## config.mk

```make
export PLATFORM = sky130hd
export DESIGN_NAME = branch_check_array_flat
export DESIGN_NICKNAME = d
export VERILOG_FILES = /design/src/rtl/branch_check_array_pkg.sv /design/src/rtl/branch_check_array_if.sv /design/src/rtl/branch_entry_match.sv /design/src/rtl/branch_check_array.sv /design/src/flat_wrapper.sv
export SDC_FILE = /design/constraint.sdc
export NUM_CORES = 1
export LEC_CHECK = 0
export CAP_MARGIN = 20
export CORE_MARGIN = 5
export CORE_UTILIZATION = 62
export CTS_BUF_LIST = sky130_fd_sc_hd__clkbuf_16
export CTS_CLUSTER_DIAMETER = 80
export DETAILED_ROUTE_END_ITERATION = 10
export PLACE_DENSITY = 0.79
export SKIP_LAST_GASP = 1
export SLEW_MARGIN = 40
export SYNTH_ARGS = -nofsm -noshare
export SYNTH_HDL_FRONTEND = slang
export SYNTH_SLANG_ARGS = --single-unit
```

## constraint.sdc

```tcl
create_clock -name clock -period 5.8 [get_ports clock]
set_input_delay 0.58 -clock clock [delete_from_list [all_inputs] [get_ports clock]]
set_output_delay 0.58 -clock clock [all_outputs]
set_load 0.02 [all_outputs]
```

## src/rtl/branch_check_array_pkg.sv

```systemverilog
// rtl/branch_check_array_pkg.sv - condition-word layout and pipeline depth shared by the branch check array
package branch_check_array_pkg;

    localparam int PIPE_DEPTH = 3;

    // Condition word is {enable, negate, flag_sel}; the upper two fields sit directly above flag_sel.
    localparam int COND_FLAG_SEL_LSB = 0;

    function automatic int cond_negate_bit(input int flags_addr_width);
        return flags_addr_width;
    endfunction

    function automatic int cond_enable_bit(input int flags_addr_width);
        return flags_addr_width + 1;
    endfunction

endpackage

```

## src/rtl/branch_check_array_if.sv

```systemverilog
// rtl/branch_check_array_if.sv - write bus for the branch origin, destination and condition memories
interface branch_check_array_if #(
    parameter int PC_WIDTH   = 10,
    parameter int ADDR_WIDTH = 5,
    parameter int COND_WIDTH = 5
);
    logic                  wren_BO;
    logic                  wren_BD;
    logic                  wren_BC;
    logic [ADDR_WIDTH-1:0] write_addr;
    logic [PC_WIDTH-1:0]   write_data_BO;
    logic [PC_WIDTH-1:0]   write_data_BD;
    logic [COND_WIDTH-1:0] write_data_BC;

    modport master (
        output wren_BO, wren_BD, wren_BC, write_addr,
        output write_data_BO, write_data_BD, write_data_BC
    );

    modport slave (
        input wren_BO, wren_BD, wren_BC, write_addr,
        input write_data_BO, write_data_BD, write_data_BC
    );

endinterface

```

## src/rtl/branch_entry_match.sv

```systemverilog
// rtl/branch_entry_match.sv - origin compare and flag condition evaluation for one branch entry
module branch_entry_match
    import branch_check_array_pkg::*;
#(
    parameter int PC_WIDTH         = 10,
    parameter int FLAGS_WIDTH      = 8,
    parameter int FLAGS_ADDR_WIDTH = 3
) (
    input  logic [PC_WIDTH-1:0]         pc,
    input  logic [PC_WIDTH-1:0]         origin,
    input  logic [FLAGS_ADDR_WIDTH+1:0] cond_word,
    input  logic [FLAGS_WIDTH-1:0]      flags,
    output logic                        hit,
    output logic                        cond_true
);

    localparam int ENABLE_BIT = cond_enable_bit(FLAGS_ADDR_WIDTH);
    localparam int NEGATE_BIT = cond_negate_bit(FLAGS_ADDR_WIDTH);

    logic [FLAGS_ADDR_WIDTH-1:0] flag_sel;

    assign flag_sel  = cond_word[COND_FLAG_SEL_LSB +: FLAGS_ADDR_WIDTH];
    assign hit       = (origin == pc) && cond_word[ENABLE_BIT];
    assign cond_true = flags[flag_sel] ^ cond_word[NEGATE_BIT];

endmodule

```

## src/rtl/branch_check_array.sv

```systemverilog
// rtl/branch_check_array.sv - 3-stage per-thread branch lookup; BRANCH_CHECK_REPLAY_EN adds I/O-stall decision replay
module branch_check_array
    import branch_check_array_pkg::*;
#(
    parameter int PC_WIDTH          = 10,
    parameter int THREAD_COUNT      = 8,
    parameter int THREAD_ADDR_WIDTH = 3,
    parameter int INITIAL_THREAD    = 0,
    parameter int BRANCH_COUNT      = 4,
    parameter int ENTRY_ADDR_WIDTH  = 2,
    parameter int FLAGS_WIDTH       = 8,
    parameter int FLAGS_ADDR_WIDTH  = 3
) (
    input  logic                        clock,
    input  logic                        reset,
    input  logic [PC_WIDTH-1:0]         PC,
    input  logic [FLAGS_WIDTH-1:0]      flags,
    input  logic                        IO_ready_previous,
    branch_check_array_if.slave         wr,
    output logic [PC_WIDTH-1:0]         branch_destination,
    output logic                        jump,
    output logic [ENTRY_ADDR_WIDTH-1:0] jump_entry
);

    localparam int COND_WIDTH = FLAGS_ADDR_WIDTH + 2;
    localparam int MEM_DEPTH  = THREAD_COUNT * BRANCH_COUNT;
    localparam int DEC_WIDTH  = 1 + ENTRY_ADDR_WIDTH + PC_WIDTH;

    // Branch memories are deliberately unreset; software loads them before use.
    logic [PC_WIDTH-1:0]   origin_mem [MEM_DEPTH];
    logic [PC_WIDTH-1:0]   dest_mem   [MEM_DEPTH];
    logic [COND_WIDTH-1:0] cond_mem   [MEM_DEPTH];

    always_ff @(posedge clock) begin
        if (wr.wren_BO) origin_mem[wr.write_addr] <= wr.write_data_BO;
        if (wr.wren_BD) dest_mem[wr.write_addr]   <= wr.write_data_BD;
        if (wr.wren_BC) cond_mem[wr.write_addr]   <= wr.write_data_BC;
    end

    logic [THREAD_ADDR_WIDTH-1:0] thread_q;

    always_ff @(posedge clock or posedge reset) begin
        if (reset) begin
            thread_q <= THREAD_ADDR_WIDTH'(INITIAL_THREAD);
        end else if (thread_q == THREAD_ADDR_WIDTH'(THREAD_COUNT - 1)) begin
            thread_q <= '0;
        end else begin
            thread_q <= thread_q + 1'b1;
        end
    end

    // Stage 1: PC and all entries of the current thread, read with old-data semantics.
    logic [PC_WIDTH-1:0]   pc_s1;
    logic [PC_WIDTH-1:0]   origin_s1 [BRANCH_COUNT];
    logic [PC_WIDTH-1:0]   dest_s1   [BRANCH_COUNT];
    logic [COND_WIDTH-1:0] cond_s1   [BRANCH_COUNT];

    always_ff @(posedge clock or posedge reset) begin
        if (reset) begin
            pc_s1 <= '0;
            for (int i = 0; i < BRANCH_COUNT; i++) begin
                origin_s1[i] <= '0;
                dest_s1[i]   <= '0;
                cond_s1[i]   <= '0;
            end
        end else begin
            pc_s1 <= PC;
            for (int i = 0; i < BRANCH_COUNT; i++) begin
                origin_s1[i] <= origin_mem[{thread_q, ENTRY_ADDR_WIDTH'(i)}];
                dest_s1[i]   <= dest_mem[{thread_q, ENTRY_ADDR_WIDTH'(i)}];
                cond_s1[i]   <= cond_mem[{thread_q, ENTRY_ADDR_WIDTH'(i)}];
            end
        end
    end

    logic [BRANCH_COUNT-1:0] hit_s1;
    logic [BRANCH_COUNT-1:0] cond_true_s1;

    for (genvar g = 0; g < BRANCH_COUNT; g++) begin : g_entry
        branch_entry_match #(
            .PC_WIDTH         (PC_WIDTH),
            .FLAGS_WIDTH      (FLAGS_WIDTH),
            .FLAGS_ADDR_WIDTH (FLAGS_ADDR_WIDTH)
        ) u_match (
            .pc        (pc_s1),
            .origin    (origin_s1[g]),
            .cond_word (cond_s1[g]),
            .flags     (flags),
            .hit       (hit_s1[g]),
            .cond_true (cond_true_s1[g])
        );
    end

    // Stage 2: only entries that both hit and pass their condition compete.
    logic [BRANCH_COUNT-1:0] match_s2;
    logic [PC_WIDTH-1:0]     dest_s2 [BRANCH_COUNT];

    always_ff @(posedge clock or posedge reset) begin
        if (reset) begin
            match_s2 <= '0;
            for (int i = 0; i < BRANCH_COUNT; i++) dest_s2[i] <= '0;
        end else begin
            match_s2 <= hit_s1 & cond_true_s1;
            for (int i = 0; i < BRANCH_COUNT; i++) dest_s2[i] <= dest_s1[i];
        end
    end

    logic                        jump_raw;
    logic [ENTRY_ADDR_WIDTH-1:0] sel_entry;
    logic [PC_WIDTH-1:0]         sel_dest;
    logic [DEC_WIDTH-1:0]        fresh_dec;
    logic [DEC_WIDTH-1:0]        dec_next;

    // Scanning downward lets the lowest matching index win; no match leaves all-zero.
    always_comb begin
        jump_raw  = 1'b0;
        sel_entry = '0;
        sel_dest  = '0;
        for (int i = BRANCH_COUNT - 1; i >= 0; i--) begin
            if (match_s2[i]) begin
                jump_raw  = 1'b1;
                sel_entry = ENTRY_ADDR_WIDTH'(i);
                sel_dest  = dest_s2[i];
            end
        end
    end

    assign fresh_dec = {jump_raw, sel_entry, sel_dest};

`ifdef BRANCH_CHECK_REPLAY_EN
    logic [THREAD_ADDR_WIDTH-1:0] thread_s1;
    logic [THREAD_ADDR_WIDTH-1:0] thread_s2;
    logic [DEC_WIDTH-1:0]         replay_q [THREAD_COUNT];

    // A re-issued instruction repeats its thread's last decision instead of re-deciding on stale flags.
    always_ff @(posedge clock or posedge reset) begin
        if (reset) begin
            thread_s1 <= '0;
            thread_s2 <= '0;
            for (int t = 0; t < THREAD_COUNT; t++) replay_q[t] <= '0;
        end else begin
            thread_s1 <= thread_q;
            thread_s2 <= thread_s1;
            if (IO_ready_previous) replay_q[thread_s2] <= fresh_dec;
        end
    end

    assign dec_next = IO_ready_previous ? fresh_dec : replay_q[thread_s2];
`else
    logic io_ready_unused;

    assign io_ready_unused = IO_ready_previous;
    assign dec_next        = fresh_dec;
`endif

    always_ff @(posedge clock or posedge reset) begin
        if (reset) begin
            jump               <= 1'b0;
            jump_entry         <= '0;
            branch_destination <= '0;
        end else begin
            {jump, jump_entry, branch_destination} <= dec_next;
        end
    end

endmodule

```

## src/flat_wrapper.sv

```systemverilog
// flat-port wrapper written by rule: the top's interface ports become plain ports
module branch_check_array_flat import branch_check_array_pkg::*;
#(
    parameter int PC_WIDTH          = 10,
    parameter int THREAD_COUNT      = 8,
    parameter int THREAD_ADDR_WIDTH = 3,
    parameter int INITIAL_THREAD    = 0,
    parameter int BRANCH_COUNT      = 4,
    parameter int ENTRY_ADDR_WIDTH  = 2,
    parameter int FLAGS_WIDTH       = 8,
    parameter int FLAGS_ADDR_WIDTH  = 3
)
  (clock, reset, PC, flags, IO_ready_previous, branch_destination, jump, jump_entry, wr_wren_BO, wr_wren_BD, wr_wren_BC, wr_write_addr, wr_write_data_BO, wr_write_data_BD, wr_write_data_BC);
  branch_check_array_if #(.PC_WIDTH(PC_WIDTH), .ADDR_WIDTH((3) + (2)), .COND_WIDTH(((3) + 2))) wr_i ();
  input  logic clock;
  input  logic reset;
  input  logic [PC_WIDTH-1:0] PC;
  input  logic [FLAGS_WIDTH-1:0] flags;
  input  logic IO_ready_previous;
  output logic [PC_WIDTH-1:0] branch_destination;
  output logic jump;
  output logic [ENTRY_ADDR_WIDTH-1:0] jump_entry;
  input wire logic [$bits(wr_i.wren_BO)-1:0] wr_wren_BO;
  input wire logic [$bits(wr_i.wren_BD)-1:0] wr_wren_BD;
  input wire logic [$bits(wr_i.wren_BC)-1:0] wr_wren_BC;
  input wire logic [$bits(wr_i.write_addr)-1:0] wr_write_addr;
  input wire logic [$bits(wr_i.write_data_BO)-1:0] wr_write_data_BO;
  input wire logic [$bits(wr_i.write_data_BD)-1:0] wr_write_data_BD;
  input wire logic [$bits(wr_i.write_data_BC)-1:0] wr_write_data_BC;
  assign wr_i.wren_BO = wr_wren_BO;
  assign wr_i.wren_BD = wr_wren_BD;
  assign wr_i.wren_BC = wr_wren_BC;
  assign wr_i.write_addr = wr_write_addr;
  assign wr_i.write_data_BO = wr_write_data_BO;
  assign wr_i.write_data_BD = wr_write_data_BD;
  assign wr_i.write_data_BC = wr_write_data_BC;
  branch_check_array #(.PC_WIDTH(PC_WIDTH), .THREAD_COUNT(THREAD_COUNT), .THREAD_ADDR_WIDTH(THREAD_ADDR_WIDTH), .INITIAL_THREAD(INITIAL_THREAD), .BRANCH_COUNT(BRANCH_COUNT), .ENTRY_ADDR_WIDTH(ENTRY_ADDR_WIDTH), .FLAGS_WIDTH(FLAGS_WIDTH), .FLAGS_ADDR_WIDTH(FLAGS_ADDR_WIDTH)) u_core (.clock(clock), .reset(reset), .PC(PC), .flags(flags), .IO_ready_previous(IO_ready_previous), .wr(wr_i), .branch_destination(branch_destination), .jump(jump), .jump_entry(jump_entry));
endmodule
```

==> metrics.csv <==
metric;value;unit
clock-sinks;970;
antenna_left;0;
slew_viol_final;0;
synthTopCellsByArea;edfxtp_1 (66%), mux4_2 (13%), dfrtp_1 (12%);
worstSetupPathType;reg -> reg;
synth_fp_nets;1673;
startpoint_type;flip-flop;
drc;0;
grt-ovfl-total;0;
register_area;28300;sq um
peakVddDrop;0.266;mV
die_h;252;um
hold_viol_final;0;
cp_slowest_cell;dfrtp_4;
cts-root-buf;clkbuf_16;
slowest_delay;0.59;ns
drt_iter0_markers;1806;
die_width;252;um
core_area;57900;sq um
drt-total-wl;75100;um
min_period;2.70;ns
status;finished clean;
grt_antenna_before_repair;2;
top_layer_used;met5;
rrSetupSlack;3.10;ns
clk_pin_slew;0.06;ns
cts_tree;done;
grt_max_degree;128;
synth_area;36300;sq um
period_share;46.6;%
hold_buffers;0;
fillers;3350;
routed_via_density;6.42;
end_kind;flip-flop;
route.met2.wl;38400;um
wl_met3;5750;um
synth_warnings;0;
final_nets;1764;
dp_hpwl;42200;um
ios;67;
initial_core_util;62.8;%
finalWeightedCongestion;0.793;
syn-instance-count;1617;
grt_pass1_vias;17100;
cp_common_cell;buf_12;
slew_headroom;42.5;%
drive_gt1_share;27.1;%
path_cells;buf_12 > buf_12 > buf_16 > mux4_2 > mux2_2;
met1_length;28800;um
synth-seq-area-share;77.8;%
hold_path_class;reg -> reg;
post-cts-setup-buffers;0;
ys_types;35;
cp.required;6.30;ns
arrival;3.21;ns
multi_input_area;7500;sq um
synth_top_cell_by_area;edfxtp_1;
synth_top_area_share;66.1;%
cts_buffer_depth;3;
htreeDepth;3;
finalSetupViolCount;0;
leakage;0.0135;uW
area.growth.synth_to_final;11.1;%
cts_buffers;91;
final_cell_area;40400;sq um
syn_area_per_cell;22.5;sq um
cap_violations;0;
max_clock_freq;0.370;GHz
final.setup.tns;0;ns
rows;88;
ctsResizeCount;0;
first_pass_iters;5;
final.setup_skew;0.0201;ns
cp_max_fo;65;
grt_pass1_wl;112000;um
clk_latency;0.64;ns
die_area;63600;sq um
p_per_area;339;nW/um^2
ys_seq_elements;970;
grt_usage;24.0;%
wl_per_cell;29.4;um
portBuffers;65;
rsz0062_at_grt;false;
max_slew.worst_pin.slew;0.861;ns
placed_area;37400;sq um
vias;16400;
## per-layer routing
| metal | global-route usage [%] | up-vias |
|---|---|---|
| met5 | 0 | - |
| met4 | 7.94 | 2 |
| met3 | 4.29 | 139 |
| met2 | 39.3 | 843 |
| met1 | 33.9 | 8699 |
| li1 | - | 6697 |
## path summary, 6_finish.rpt
| path | start | cells past startpoint | to |
|---|---|---|---|
| worst max-delay path | u_core.thread_q[0] | 5 | u_core.cond_s1[0] |
| worst min-delay path | u_core.dest_s1[24] | 0 | u_core.dest_s2[24] |
| worst max register to register | u_core.thread_q[0] | 5 | u_core.cond_s1[0] |
| worst min register to register | u_core.dest_s1[24] | 0 | u_core.dest_s2[24] |
| max in group asynchronous | reset | 3 | u_core.cond_s1[17] |
| min in group asynchronous | reset | 2 | u_core.dest_s1[18] |
## sequential cells by signal, summed over array words and instances (netlist names), 10 cells and up
name                       count
u_core.dest_mem              320
u_core.origin_mem            320
u_core.cond_mem              160
u_core.dest_s1                40
u_core.dest_s2                40
u_core.origin_s1              40
u_core.cond_s1                20
u_core.branch_destination     10
u_core.pc_s1                  10
## placed cells by master, fill, tap and decap left out, types with 5 or more instances in the layout
cell type / instances
a221oi_1: 9
mux4_2: 208
nor3_1: 6
bufinv_16: 8
edfxtp_1: 800
mux2_2: 89
xnor2_1: 24
nand2_1: 14
o31ai_1: 9
clkdlybuf4s50_1: 38
buf_12: 7
mux2_4: 11
and2_1: 93
clkinv_1: 22
nor2b_1: 10
buf_2: 27
xor2_1: 20
clkinv_2: 19
buf_4: 5
nor2_1: 38
inv_1: 20
nand4_1: 8
clkbuf_16: 93
dfrtp_1: 165
## final cells by class
class | instances | area share, %
sequential | 970 | 70.0
multi-input combinational | 566 | 18.6
clock buffer | 93 | 5.76
tap | 765 | 2.37
timing repair buffer | 78 | 1.78
clock inverter | 77 | 1.42
inverter | 1 | 0.0403
antenna | 1 | 0.00619
## critical path: cells and delay by family (launching register included)
family	cells	cell delay [ns]
muxes	2	0.90
DFF	1	0.59
buffers and inverters	3	0.97
## power by group
group          internal [uW]  switching, uW  leakage [uW]
Combinational           73.6            191       0.00273
Sequential              7630           37.1       0.00922
Clock                   3270           2500       0.00152
Total                  11000           2730        0.0135
## kinds of logic (layout without fill, tap and decap cells)
kind of cell    after synthesis  count (layout)  share of synthesized area (%)
other cells                   0               1                              0
simple gates                187             187                           2.86
compound gates               21              21                          0.444
mux                         312             312                           16.2
xor+xnor                     44              44                           1.06
buf+inv                      81             249                           1.56
flops                       970             970                           77.8
fa+ha+maj                     2               2                         0.0688
## metrics by stage
stage	setup WS, ns	utilization, %	total power (uW)	hold WS (ns)	cells
3_5_place_dp	2.57	64.6	8080	0.335	2377
2_1_floorplan	0.617	-	7900	0.331	1617
4_1_cts	2.99	69.6	13800	0.350	2547
3_3_place_gp	2.65	64.8	8070	0.335	2375
5_1_grt	2.90	69.7	14100	0.356	2550
6_report	3.10	69.7	13700	0.349	2551
## cells in the mapped netlist, drive strengths merged
cell type  count
nor3           6
edfxtp       800
or3b           2
mux2i          4
buf           45
nand2b         2
nor4           4
a21oi          2
o31ai          9
xor2          20
nand3b         4
nor2b         10
or3            1
nand4          8
mux2         100
xnor2         24
or2            1
a221oi         9
nand2         14
nand3          1
and2          93
mux4         208
ha             2
dfrtp        170
nor2          38
o21ai          1
inv            1
and3           3
clkbuf        35
Note: power is estimated with default switching activity, not from simulation.
